<file path="src/rtl/hart_pkg.sv">
// Shared types and constants for the heart-rate meter.
// Used by hart_rate_meter and its beat_edge_sync front end.
package hart_pkg;

  localparam int unsigned HART_W     = 6;
  localparam int unsigned HART_MAX   = 63;
  localparam int unsigned BEAT_CNT_W = 8;

  typedef enum logic {
    StStart,
    StMeasure
  } hart_state_e;

  // Clamp a raw window count to the published 6-bit range.
  function automatic logic [HART_W-1:0] sat_hart(input logic [BEAT_CNT_W-1:0] cnt);
    if (cnt > BEAT_CNT_W'(HART_MAX)) begin
      return HART_W'(HART_MAX);
    end
    return cnt[HART_W-1:0];
  endfunction

endpackage

</file>
<file path="src/rtl/beat_edge_sync.sv">
// Beat front end: 2-flop synchronizer, registered rising-edge detect and
// a refractory counter that masks edges for REFRACT_TICKS after each accepted one.
module beat_edge_sync #(
  parameter int unsigned REFRACT_TICKS = 2
) (
  input  logic slow,
  input  logic reset,
  input  logic beat,
  output logic beat_acc
);

  logic       sync1_q, sync2_q, prev_q;
  logic       acc_q, acc_d;
  logic [3:0] refr_q, refr_d;
  logic       rise;

  always_comb begin
    rise   = sync2_q & ~prev_q;
    acc_d  = rise && (refr_q == 4'd0);
    refr_d = refr_q;
    if (acc_d) begin
      refr_d = 4'(REFRACT_TICKS);
    end else if (refr_q != 4'd0) begin
      refr_d = refr_q - 4'd1;
    end
  end

  always_ff @(posedge slow or posedge reset) begin
    if (reset) begin
      sync1_q <= 1'b0;
      sync2_q <= 1'b0;
      prev_q  <= 1'b0;
      acc_q   <= 1'b0;
      refr_q  <= 4'd0;
    end else begin
      sync1_q <= beat;
      sync2_q <= sync1_q;
      prev_q  <= sync2_q;
      acc_q   <= acc_d;
      refr_q  <= refr_d;
    end
  end

  assign beat_acc = acc_q;

endmodule

</file>
<file path="src/rtl/hart_rate_meter.sv">
// Heart-rate meter: counts accepted beats per WINDOW_TICKS window and publishes a
// saturated 6-bit rate with a one-tick strobe. Define HART_AVG_EN to average with prior window.
module hart_rate_meter
  import hart_pkg::*;
#(
  parameter int unsigned WINDOW_TICKS  = 60,
  parameter int unsigned REFRACT_TICKS = 2
) (
  input  logic              slow,
  input  logic              reset,
  input  logic              beat,
  output logic [HART_W-1:0] hart,
  output logic              hart_valid,
  output logic              overflow,
  output logic              flatline
);

  localparam int unsigned WinW = (WINDOW_TICKS > 1) ? $clog2(WINDOW_TICKS) : 1;
  localparam logic [WinW-1:0] WinLast = WinW'(WINDOW_TICKS - 1);

  logic beat_acc;

  beat_edge_sync #(
    .REFRACT_TICKS(REFRACT_TICKS)
  ) u_beat_edge_sync (
    .slow    (slow),
    .reset   (reset),
    .beat    (beat),
    .beat_acc(beat_acc)
  );

  hart_state_e           state_q, state_d;
  logic [WinW-1:0]       win_q, win_d;
  logic [BEAT_CNT_W-1:0] cnt_q, cnt_d, cnt_inc;
  logic [HART_W-1:0]     hart_q, hart_d, cur, pub;
  logic                  valid_q, valid_d;
  logic                  ovf_q, ovf_d;
  logic                  flat_q, flat_d;

`ifdef HART_AVG_EN
  logic [HART_W-1:0] prev_q, prev_d;
  logic              first_q, first_d;
  logic [HART_W:0]   avg_sum;

  always_comb begin
    avg_sum = {1'b0, cur} + {1'b0, prev_q} + 7'd1;
    pub     = first_q ? cur : avg_sum[HART_W:1];
  end
`else
  assign pub = cur;
`endif

  // Count including an edge accepted this tick; saturates at the counter width.
  always_comb begin
    cnt_inc = (cnt_q == '1) ? cnt_q : cnt_q + BEAT_CNT_W'(beat_acc);
    cur     = sat_hart(cnt_inc);
  end

  always_comb begin
    state_d = state_q;
    win_d   = win_q;
    cnt_d   = cnt_q;
    hart_d  = hart_q;
    valid_d = 1'b0;
    ovf_d   = ovf_q;
    flat_d  = flat_q;
`ifdef HART_AVG_EN
    prev_d  = prev_q;
    first_d = first_q;
`endif
    unique case (state_q)
      StStart: begin
        win_d = '0;
        cnt_d = '0;
        if (beat_acc) begin
          cnt_d   = BEAT_CNT_W'(1);
          flat_d  = 1'b0;
          state_d = StMeasure;
        end
      end
      StMeasure: begin
        if (win_q == WinLast) begin
          valid_d = 1'b1;
          win_d   = '0;
          cnt_d   = '0;
          ovf_d   = (cnt_inc > BEAT_CNT_W'(HART_MAX));
          if (cnt_inc == '0) begin
            hart_d  = '0;
            flat_d  = 1'b1;
            state_d = StStart;
`ifdef HART_AVG_EN
            prev_d  = '0;
            first_d = 1'b1;
`endif
          end else begin
            hart_d = pub;
`ifdef HART_AVG_EN
            prev_d  = cur;
            first_d = 1'b0;
`endif
          end
        end else begin
          win_d = win_q + WinW'(1);
          cnt_d = cnt_inc;
        end
      end
    endcase
  end

  always_ff @(posedge slow or posedge reset) begin
    if (reset) begin
      state_q <= StStart;
      win_q   <= '0;
      cnt_q   <= '0;
      hart_q  <= '0;
      valid_q <= 1'b0;
      ovf_q   <= 1'b0;
      flat_q  <= 1'b1;
    end else begin
      state_q <= state_d;
      win_q   <= win_d;
      cnt_q   <= cnt_d;
      hart_q  <= hart_d;
      valid_q <= valid_d;
      ovf_q   <= ovf_d;
      flat_q  <= flat_d;
    end
  end

`ifdef HART_AVG_EN
  always_ff @(posedge slow or posedge reset) begin
    if (reset) begin
      prev_q  <= '0;
      first_q <= 1'b1;
    end else begin
      prev_q  <= prev_d;
      first_q <= first_d;
    end
  end
`endif

  assign hart       = hart_q;
  assign hart_valid = valid_q;
  assign overflow   = ovf_q;
  assign flatline   = flat_q;

endmodule

</file>
<file path="config.mk">
export PLATFORM = sky130hd
export DESIGN_NAME = hart_rate_meter
export DESIGN_NICKNAME = d
export VERILOG_FILES = /design/src/rtl/hart_pkg.sv /design/src/rtl/beat_edge_sync.sv /design/src/rtl/hart_rate_meter.sv
export SDC_FILE = /design/constraint.sdc
export NUM_CORES = 1
export LEC_CHECK = 0
export CAP_MARGIN = 0
export CORE_ASPECT_RATIO = 2
export CORE_MARGIN = 1
export CORE_UTILIZATION = 56
export CTS_CLUSTER_SIZE = 28
export DETAILED_ROUTE_END_ITERATION = 10
export GPL_TIMING_DRIVEN = 0
export MAX_ROUTING_LAYER = met4
export PLACE_DENSITY = 0.86
export SETUP_SLACK_MARGIN = 0.15
export SLEW_MARGIN = 20
export SYNTH_ARGS = -nofsm -noshare
export SYNTH_HDL_FRONTEND = slang
export SYNTH_HIERARCHICAL = 1
export SYNTH_SLANG_ARGS = --single-unit
</file>
<file path="constraint.sdc">
create_clock -name slow -period 3.96 [get_ports slow]
set_input_delay 0.594 -clock slow [delete_from_list [all_inputs] [get_ports slow]]
set_output_delay 0.594 -clock slow [all_outputs]
set_load 0.1 [all_outputs]
</file>
==> reports/metrics.csv, run 1 <==
stage,metric,value,unit
setup_path,cp_slowest_stage_delay,1130,ps
yosys,ys_ff_latch,32,
final_layout,diodes,0,
job,drv_cap,0,
setup_path,cp_cell_sequence,clkdlybuf4s50_1,
final_layout,layout_commonest_cell,dfrtp_1,
yosys,avgSynthCellArea,10.6,µm²
min_path,holdCritPathClass,reg2reg,
timing,fin_setup_tns,0,ps
die,start_util,59.1,%
placement,placement.io_buffers,11,
timing,setup_violations,0,
clock_tree,clkLatencyLatePin,290,ps
timing,rsz0062_at_grt,no,
setup_path,cp.arrival,1960,ps
setup_path,reg2reg_depth,6,
final_layout,register_area,802,µm²
timing,period_needed,2560,ps
placement,dpl.hpwl,2210,µm
final_layout,layout-drive-gt1-share,13.8,%
die,die_area,2900,µm²
setup_path,worstPathRequired,3370,ps
setup_path,critPathCaptureType,primary output,
yosys,syn_inst,141,
setup_path,crit_type,reg2out,
min_path,holdPathEnd,u_beat_edge_sync/sync2_q,
global_routing,grt_first_pass_wirelength,4800,µm
drt,drcViolationCount,0,
timing,hold_viol,0,
power_and_ir_drop,sw_frac_of_total,32.1,%
die,pin_count,12,
placement,routabilityCongestion,0.763,
drt,wl_per_cell,16.0,µm
yosys,yosysWarningCount,6,
clock_tree,clk_pin_slew,70,ps
timing,fin_worst_skew,11.5,ps
final_layout,mostFrequentLayoutCells,"dfrtp_1 (31), nor2_1 (27), clkdlybuf4s50_1 (11)",
timing,fmax,391,MHz
final_layout,nNetsFinal,166,
timing,slew_violations,0,
clock_tree,root_buffer,clkbuf_8,
setup_path,path_max_fanout,2,
min_path,worstHoldStart,u_beat_edge_sync/sync1_q,
yosys,syn_nets,148,
setup_path,r2r_end,state_q,
global_routing,grtUsageTotal,25.5,%
global_routing,grt_max_degree,25,
power_and_ir_drop,p_clk_share,27.2,%
status,outcome,"finished, final reports clean",
setup_path,start_kind,flop,
die,coreArea,2540,µm²
global_routing,antenna_found_initial,0,
final_layout,multi_input_area,629,µm²
yosys,ys_seq_area_share,53.5,%
power_and_ir_drop,p_leak,0.790,nW
die,die_w,38.6,µm
power_and_ir_drop,total_power,873,µW
power_and_ir_drop,seqPwrFrac,50.5,%
final_layout,fill_cells,189,
clock_tree,cts_setup_buffers,0,
drt,detail_route.vias_per_cell,5.88,
drt,num_vias,1100,
timing,tightest_slew,989,ps
clock_tree,clk_path_buf_depth,2,
drt,dr.pass1.iters,4,
clock_tree,cts_resized,0,
power_and_ir_drop,p_comb_share,22.3,%
timing,relSlewSlack,33.8,%
power_and_ir_drop,vdd_drop_max,0.000365,V
clock_tree,cts_buffers,5,
drt,drt_wl_total,3000,µm
global_routing,grt_overflow,0,
yosys,synth_area,1500,µm²
clock_tree,htreeDepth,2,
final_layout,utilization,67.9,%
final_layout,syn_to_final_growth,14.9,%
die,die_y,75.2,µm
setup_path,cpMaxStageDelayCell,clkdlybuf4s50_1,
timing,fin_crit_sh,64.6,%
clock_tree,cts.sinks,32,
setup_path,cp_num_buf_inv,1,
power_and_ir_drop,p_int,593,µW
setup_path,rrSetupSlack,2180,ps
drt,drt-initial-drc-count,32,
power_and_ir_drop,power_switching,280,µW
setup_path,cp_top_family,buffers and inverters,
clock_tree,ctsHoldBuffers,0,
drt,ant_nets,0,
global_routing,grt_pass1_vias,1098,
power_and_ir_drop,p_per_area,507,nW/µm²
clock_tree,cts_tree,built,
timing,whs,363,ps
setup_path,reg2reg_from,u_beat_edge_sync/beat_acc,
die,rows,26,
yosys,yosysUniqueCellTypes,37,
min_path,holdPathStages,0,
-- stage by stage --
| stage | cell area [µm²] | std cells | setup WS [ps] |
|---|---|---|---|
| after CTS | 1720 | 187 | 1400 |
| after detailed placement | 1640 | 180 | 1720 |
| after floorplan | 1500 | 141 | 2450 |
| after global placement | 1640 | 180 | 1730 |
| after global routing | 1720 | 187 | 1380 |
| final | 1720 | 187 | 1400 |
-- synth_stat cells (all sizes together) --
master   number  share of area [%]
a41oi         2                1.2
mux2i         4                2.7
a21o          1               0.50
dfrtp        31                 52
a31oi         5                2.1
nand4         5                2.5
or2b          1               0.50
o21ai         4                1.3
nand3         6                2.8
nor3b         1                1.3
a21oi         4                1.3
nor3          4                1.7
xor2          3                1.8
o32ai         1               0.58
nand2b        3                2.3
o22a          1               0.58
dfstp         1                1.8
nor2         27                6.8
nand2         7                1.9
or3b          1               0.75
or3           1               0.42
or2           2               0.84
o2bb2ai       1                1.0
and3          1               0.42
xnor2         6                3.5
ha            4                3.3
inv           9                2.3
buf           5                2.3
-- layer usage --
| layer | GRT usage (%) | wire [µm] |
|---|---|---|
| met5 | - | 0 |
| met4 | 14.6 | 69 |
| met3 | 5.31 | 105 |
| met2 | 46.1 | 1740 |
| met1 | 22.7 | 1080 |
-- sequential cells by signal, indices dropped and copies added (netlist names) --
signal and flops:
u_beat_edge_sync/refr_q 4, hart 6, overflow 1, u_beat_edge_sync/prev_q 1
hart_valid 1, cnt_q 8, u_beat_edge_sync/sync2_q 1, win_q 6
u_beat_edge_sync/beat_acc 1, u_beat_edge_sync/sync1_q 1, flatline 1, state_q 1
-- final cells by class --
class,count,share of cell area [%]
sequential,32,46.6
multi-input combinational,95,36.6
timing repair buffer,11,6.40
clock buffer,6,4.22
tap,28,2.03
buffer,5,1.96
inverter,9,1.96
clock inverter,1,0.291
-- power groups by stage --
stage	combinational (mW)	clock (mW)	sequential [mW]
after global placement	0.184	0	0.440
after detailed placement	0.195	0	0.446
after CTS	0.197	0.240	0.439
after floorplan	0.159	0	0.430
after global routing	0.217	0.252	0.449
final	0.195	0.237	0.441
-- cells by family (layout without fill, tap and decap cells) --
kind of cell             count (synthesis)  count (layout)  share of synthesized area (%)
multiplexers                             4               4                           2.67
buffers and inverters                   14              32                           4.51
AO/OA/AOI/OAI                           19              19                           8.60
AND/OR/NAND/NOR                         59              59                           22.1
flip-flops                              32              32                           53.5
adder cells (fa/ha/maj)                  4               4                           3.34
XOR/XNOR                                 9               9                           5.26
-- worst max path at each step --
stage / startpoint / endpoint / slack, ps / cells after the start
after detailed placement: flatline / flatline / 1720 / 1
after global placement: flatline / flatline / 1730 / 1
after global routing: flatline / flatline / 1380 / 1
after floorplan: u_beat_edge_sync/beat_acc / state_q / 2450 / 6
final: flatline / flatline / 1400 / 1
after CTS: flatline / flatline / 1400 / 1
Power figures use the tool's default switching activity.
==> run 2, diff against run 1 <==
--- a/config.mk
+++ b/config.mk
@@ -8,12 +8,12 @@
 export CAP_MARGIN = 0
 export CORE_ASPECT_RATIO = 2
 export CORE_MARGIN = 1
-export CORE_UTILIZATION = 56
+export CORE_UTILIZATION = 51
 export CTS_CLUSTER_SIZE = 28
 export DETAILED_ROUTE_END_ITERATION = 10
 export GPL_TIMING_DRIVEN = 0
 export MAX_ROUTING_LAYER = met4
-export PLACE_DENSITY = 0.86
+export PLACE_DENSITY = 0.83
 export SETUP_SLACK_MARGIN = 0.15
 export SLEW_MARGIN = 20
 export SYNTH_ARGS = -nofsm -noshare
==> constraint.sdc (replaced) <==
create_clock -name slow -period 2.3 [get_ports slow]
set_input_delay 0.345 -clock slow [delete_from_list [all_inputs] [get_ports slow]]
set_output_delay 0.345 -clock slow [all_outputs]
set_load 0.1 [all_outputs]
==> reports/metrics.csv, run 2 (synthesis gave the netlist of run 1 again) <==
stage,metric,value,unit,change
status,outcome,"finished, final reports clean",,
clock_tree,htreeDepth,2,,unchanged
final_layout,design_area,1760,µm²,+2.4%
setup_path,critPathCaptureType,primary output,,
setup_path,cp_num_buf_inv,1,,unchanged
setup_path,cp.arrival,1760,ps,-200 ps
setup_path,start_kind,flop,,
clock_tree,root_buffer,clkbuf_8,,
clock_tree,cts_tree,built,,
global_routing,antenna_found_initial,0,,unchanged
final_layout,layout_commonest_cell,dfrtp_1,,
die,rows,27,,+3.8%
timing,fin_worst_skew,12.5,ps,+1.04 ps
final_layout,mostFrequentLayoutCells,"dfrtp_1 (31), nor2_1 (27), inv_1 (9)",,
global_routing,grtUsageTotal,22.4,%,-3.1 points
power_and_ir_drop,vdd_drop_max,0.000647,V,+77%
drt,drcViolationCount,0,,unchanged
setup_path,cp_cell_sequence,clkdlybuf4s50_1,,
final_layout,nNetsFinal,166,,unchanged
drt,drt_wl_total,2900,µm,-3.1%
setup_path,worstPathRequired,1960,ps,-1410 ps
setup_path,reg2reg_from,u_beat_edge_sync/beat_acc,,
timing,hold_viol,0,,unchanged
die,coreArea,2770,µm²,+9.2%
setup_path,path_max_fanout,2,,unchanged
global_routing,grt_max_degree,25,,unchanged
final_layout,layout-drive-gt1-share,14.4,%,+0.54 points
min_path,holdCritPathClass,in2async,,
clock_tree,clk_pin_slew,70,ps,about the same
clock_tree,clkLatencyLatePin,290,ps,about the same
timing,fin_setup_tns,0,ps,unchanged
die,pin_count,12,,unchanged
setup_path,cp_slowest_stage_delay,1130,ps,about the same
timing,rsz0062_at_grt,no,,
power_and_ir_drop,p_leak,0.908,nW,+15%
final_layout,diodes,0,,unchanged
global_routing,grt_overflow,0,,unchanged
timing,period_needed,2100,ps,
global_routing,grt_pass1_vias,1127,,+2.6%
setup_path,cpMaxStageDelayCell,clkdlybuf4s50_1,,
placement,placement.io_buffers,11,,unchanged
die,die_area,3170,µm²,+9.4%
final_layout,syn_to_final_growth,17.6,%,
final_layout,largest_reg_flops,8,,unchanged
setup_path,cp_top_family,buffers and inverters,,
die,start_util,54.1,%,-5.0 points
drt,dr.pass1.iters,4,,unchanged
setup_path,reg2reg_depth,6,,unchanged
timing,fin_crit_sh,91.4,%,
power_and_ir_drop,p_per_area,926,nW/µm²,+83%
placement,placed_cell_area,1650,µm²,about the same
placement,routabilityCongestion,0.776,,+1.8%
drt,drt-initial-drc-count,23,,-28%
drt,detail_route.vias_per_cell,5.70,,-3.1%
setup_path,r2r_end,state_q,,
clock_tree,cts_buffers,5,,unchanged
clock_tree,clk_path_buf_depth,2,,unchanged
drt,wl_per_cell,15.4,µm,-4.1%
placement,dpl.hpwl,2150,µm,-2.7%
timing,relSlewSlack,34.6,%,+0.71 points
timing,tightest_slew,980,ps,-9.18 ps
die,die_y,78.7,µm,+4.7%
setup_path,rrSetupSlack,610,ps,-1570 ps
final_layout,top_register,cnt_q,,
die,die_w,40.3,µm,+4.5%
global_routing,grt_first_pass_wirelength,4790,µm,-0.29%
clock_tree,ctsHoldBuffers,0,,unchanged
timing,slew_violations,0,,unchanged
clock_tree,cts.sinks,32,,unchanged
drt,ant_nets,0,,unchanged
final_layout,utilization,63.6,%,-4.2 points
timing,fmax,476,MHz,
power_and_ir_drop,total_power,1.63,mW,+87%
setup_path,crit_type,reg2out,,
timing,setup_violations,0,,unchanged
drt,num_vias,1077,,-2.1%
job,drv_cap,0,,unchanged
[run 2: cell types whose count changed in the layout (fill, tap and decap cells not counted)]
cell and change:
bufinv_16 +1, clkdlybuf4s50_1 -7, dlygate4sd2_1 +2, dlymetal6s2s_1 +5
[run 2: worst max-delay path by stage]
stage | startpoint | endpoint | slack [ps] | cells after the start
finish | overflow | overflow | 200 | 1
global route | hart_valid | hart_valid | 170 | 1
CTS | hart[2] | hart[2] | 160 | 1
detailed placement | flatline | flatline | 310 | 1
global placement | flatline | flatline | 320 | 1
floorplan | u_beat_edge_sync/beat_acc | state_q | 790 | 6
[run 2: worst register-to-register path, delay by kind of cell (launching register included)]
| family | cells | cell delay [ps] |
|---|---|---|
| AO/OA/AOI/OAI | 2 | 440 |
| flip-flops | 1 | 420 |
| adder cells (fa/ha/maj) | 1 | 260 |
| multiplexers | 1 | 230 |
| AND/OR/NAND/NOR | 2 | 220 |
[run 2: area by class of cell]
cell class / instances / area, µm²
Clock buffer: 6 / 72.6
Tap cell: 29 / 36.3
Sequential cell: 32 / 802
Inverter: 9 / 33.8
Buffer: 5 / 33.8
Timing Repair Buffer: 11 / 120
Clock inverter: 2 / 35.0
Fill cell: 223 / 1010
Multi-Input combinational cell: 95 / 629
[run 2: metal layers]
layer / global-route usage (%) / wire length (µm) / share of wire [%]
met1: 21.8 / 1040 / 36
met5: - / 0 / 0
met2: 38.9 / 1720 / 59
met3: 5.08 / 76 / 2.6
met4: 9.33 / 71 / 2.4
[run 2: report_power, final]
| group | switching (mW) | internal, mW |
|---|---|---|
| Clock | 0.205 | 0.321 |
| Combinational | 0.188 | 0.157 |
| Sequential | 0.100 | 0.661 |
[run 2: metrics by stage]
step           hold WS (ps)  worst slack, ps  std cells
2_1_floorplan           161              786        141
3_3_place_gp            339              316        181
4_1_cts                 328              162        189
5_1_grt                 357              167        189
3_5_place_dp            343              314        181
6_report                324              198        189
[run 2: repair_timing]
action | 4_1_cts | 5_1_grt
pin swaps | 0 | 0
setup buffers | 0 | 0
endpoints found under the setup margin | 2 | 5
resized for setup | 2 | 5
==> run 3, diff against run 2 <==
--- a/config.mk
+++ b/config.mk
@@ -6,14 +6,16 @@
 export NUM_CORES = 1
 export LEC_CHECK = 0
 export CAP_MARGIN = 0
+export CELL_PAD_IN_SITES_DETAIL_PLACEMENT = 1
+export CELL_PAD_IN_SITES_GLOBAL_PLACEMENT = 2
 export CORE_ASPECT_RATIO = 2
 export CORE_MARGIN = 1
-export CORE_UTILIZATION = 51
+export CORE_UTILIZATION = 33
 export CTS_CLUSTER_SIZE = 28
 export DETAILED_ROUTE_END_ITERATION = 10
 export GPL_TIMING_DRIVEN = 0
 export MAX_ROUTING_LAYER = met4
-export PLACE_DENSITY = 0.83
+export PLACE_DENSITY = 0.82
 export SETUP_SLACK_MARGIN = 0.15
 export SLEW_MARGIN = 20
 export SYNTH_ARGS = -nofsm -noshare
==> reports/metrics.csv, run 3 (synthesis gave the netlist of run 1 again) <==
stage,metric,value,unit,change
status,outcome,"finished, final reports clean",,
clock_tree,clk_path_buf_depth,2,,unchanged
setup_path,start_kind,flop,,
clock_tree,cts_setup_buffers,0,,unchanged
power_and_ir_drop,vdd_drop_max,0.000596,V,-7.9%
die,die_w,49.7,µm,+23%
global_routing,antenna_found_initial,0,,unchanged
global_routing,grt_overflow,0,,unchanged
die,rows,34,,+26%
setup_path,worstPathRequired,1960,ps,about the same
die,start_util,34.5,%,-20 points
clock_tree,clk_pin_slew,60,ps,about the same
final_layout,layout-drive-gt1-share,13.8,%,-0.62 points
setup_path,reg2reg_from,u_beat_edge_sync/beat_acc,,
global_routing,grt_max_degree,25,,unchanged
final_layout,top_register,cnt_q,,
global_routing,grt_pass1_vias,1207,,+7.1%
clock_tree,clkLatencyLatePin,290,ps,about the same
clock_tree,ctsHoldBuffers,0,,unchanged
drt,drt_wl_total,3240,µm,+12%
timing,setup_violations,0,,unchanged
final_layout,fill_cells,514,,+130%
timing,worst_slack,227,ps,+29.0 ps
clock_tree,cts_tree,built,,
setup_path,crit_type,reg2out,,
setup_path,critPathCaptureType,primary output,,
timing,fin_setup_tns,0,ps,unchanged
power_and_ir_drop,p_per_area,857,nW/µm²,-7.4%
placement,place_ws,309,ps,-4.59 ps
clock_tree,cts.sinks,32,,unchanged
timing,relSlewSlack,35.1,%,+0.53 points
timing,tightest_slew,971,ps,-9.33 ps
drt,ant_nets,0,,unchanged
placement,dpl.hpwl,2550,µm,+18%
power_and_ir_drop,p_leak,0.872,nW,-4.0%
timing,rsz0062_at_grt,no,,
final_layout,largest_reg_flops,8,,unchanged
timing,hold_viol,0,,unchanged
setup_path,cp_slowest_stage_delay,1130,ps,about the same
setup_path,cp_num_buf_inv,1,,unchanged
timing,fin_worst_skew,12.1,ps,-0.436 ps
setup_path,r2r_end,state_q,,
setup_path,rrSetupSlack,550,ps,-60 ps
drt,num_vias,1066,,-1.0%
clock_tree,htreeDepth,2,,unchanged
global_routing,grtUsageTotal,16.3,%,-6.1 points
clock_tree,root_buffer,clkbuf_8,,
drt,drcViolationCount,0,,unchanged
timing,whs,345,ps,+20.6 ps
placement,routabilityCongestion,0.792,,+2.0%
timing,period_needed,2070,ps,-29.0 ps
setup_path,cp_top_family,buffers and inverters,,
final_layout,diodes,0,,unchanged
clock_tree,cts_buffers,5,,unchanged
die,pin_count,12,,unchanged
final_layout,mostFrequentLayoutCells,"dfrtp_1 (31), nor2_1 (27), inv_1 (9)",,
global_routing,grt_first_pass_wirelength,5750,µm,+20%
setup_path,cpMaxStageDelayCell,clkdlybuf4s50_1,,
timing,slew_violations,0,,unchanged
setup_path,reg2reg_depth,5,,-1
drt,wl_per_cell,15.1,µm,-1.4%
die,die_area,4830,µm²,+52%
setup_path,cp.arrival,1730,ps,-30 ps
min_path,holdCritPathClass,in2async,,
timing,fmax,482,MHz,+1.4%
final_layout,layout_commonest_cell,dfrtp_1,,
die,coreArea,4340,µm²,+57%
die,die_y,97.3,µm,+24%
setup_path,path_max_fanout,1,,-1
setup_path,cp_cell_sequence,clkdlybuf4s50_1,,
job,drv_cap,0,,unchanged
placement,placement.io_buffers,11,,unchanged
drt,dr.pass1.iters,3,,-1
drt,detail_route.vias_per_cell,4.98,,-13%
timing,fin_crit_sh,90.1,%,-1.3 points
drt,drt-initial-drc-count,4,,-83%
final_layout,nNetsFinal,166,,unchanged
clock_tree,cts_resized,5,,+3
final_layout,syn_to_final_growth,17.4,%,
==> run 3: how the worst max path moves through the flow <==
stage                                         start         end  slack, ps  cells after the start
final                                    hart_valid  hart_valid        230                      1
after global routing                     hart_valid  hart_valid        190                      1
after CTS                                   hart[3]     hart[3]        170                      1
after detailed placement                   flatline    flatline        310                      1
after global placement                     flatline    flatline        310                      1
after floorplan           u_beat_edge_sync/beat_acc     state_q        790                      6
==> run 3: cell type report <==
| type | instances | area, µm² | share of cell area [%] |
|---|---|---|---|
| clock buffer | 7 | 76.3 | 4.34 |
| multi-input combinational | 95 | 629 | 35.8 |
| clock inverter | 1 | 5.00 | 0.284 |
| sequential | 32 | 802 | 45.6 |
| timing repair buffer | 11 | 111 | 6.33 |
| buffer | 5 | 33.8 | 1.92 |
| inverter | 9 | 33.8 | 1.92 |
| tap | 54 | 67.6 | 3.84 |
==> run 3: report_power, final <==
part	switching, mW	internal [mW]
clock	0.203	0.212
sequential	0.0941	0.661
combinational	0.183	0.156
total	0.479	1.03
==> run 3: routing by layer <==
layer / global-route usage, % / up-vias / wire, µm
met5: - / - / 0
li1: - / 511 / -
met3: 3.29 / 7 / 67
met1: 15.3 / 535 / 1130
met2: 29.6 / 13 / 1950
met4: 8.79 / 0 / 87
==> run 3: per-stage QoR <==
step | area, µm² | util (%) | std cells | total power [mW]
final | 1760 | 40.5 | 214 | 1.51
after global routing | 1760 | 40.5 | 214 | 1.63
after global placement | 1680 | 38.6 | 206 | 1.09
after detailed placement | 1680 | 38.6 | 206 | 1.12
after CTS | 1750 | 40.4 | 214 | 1.54
after floorplan | 1500 | - | 141 | 1.01
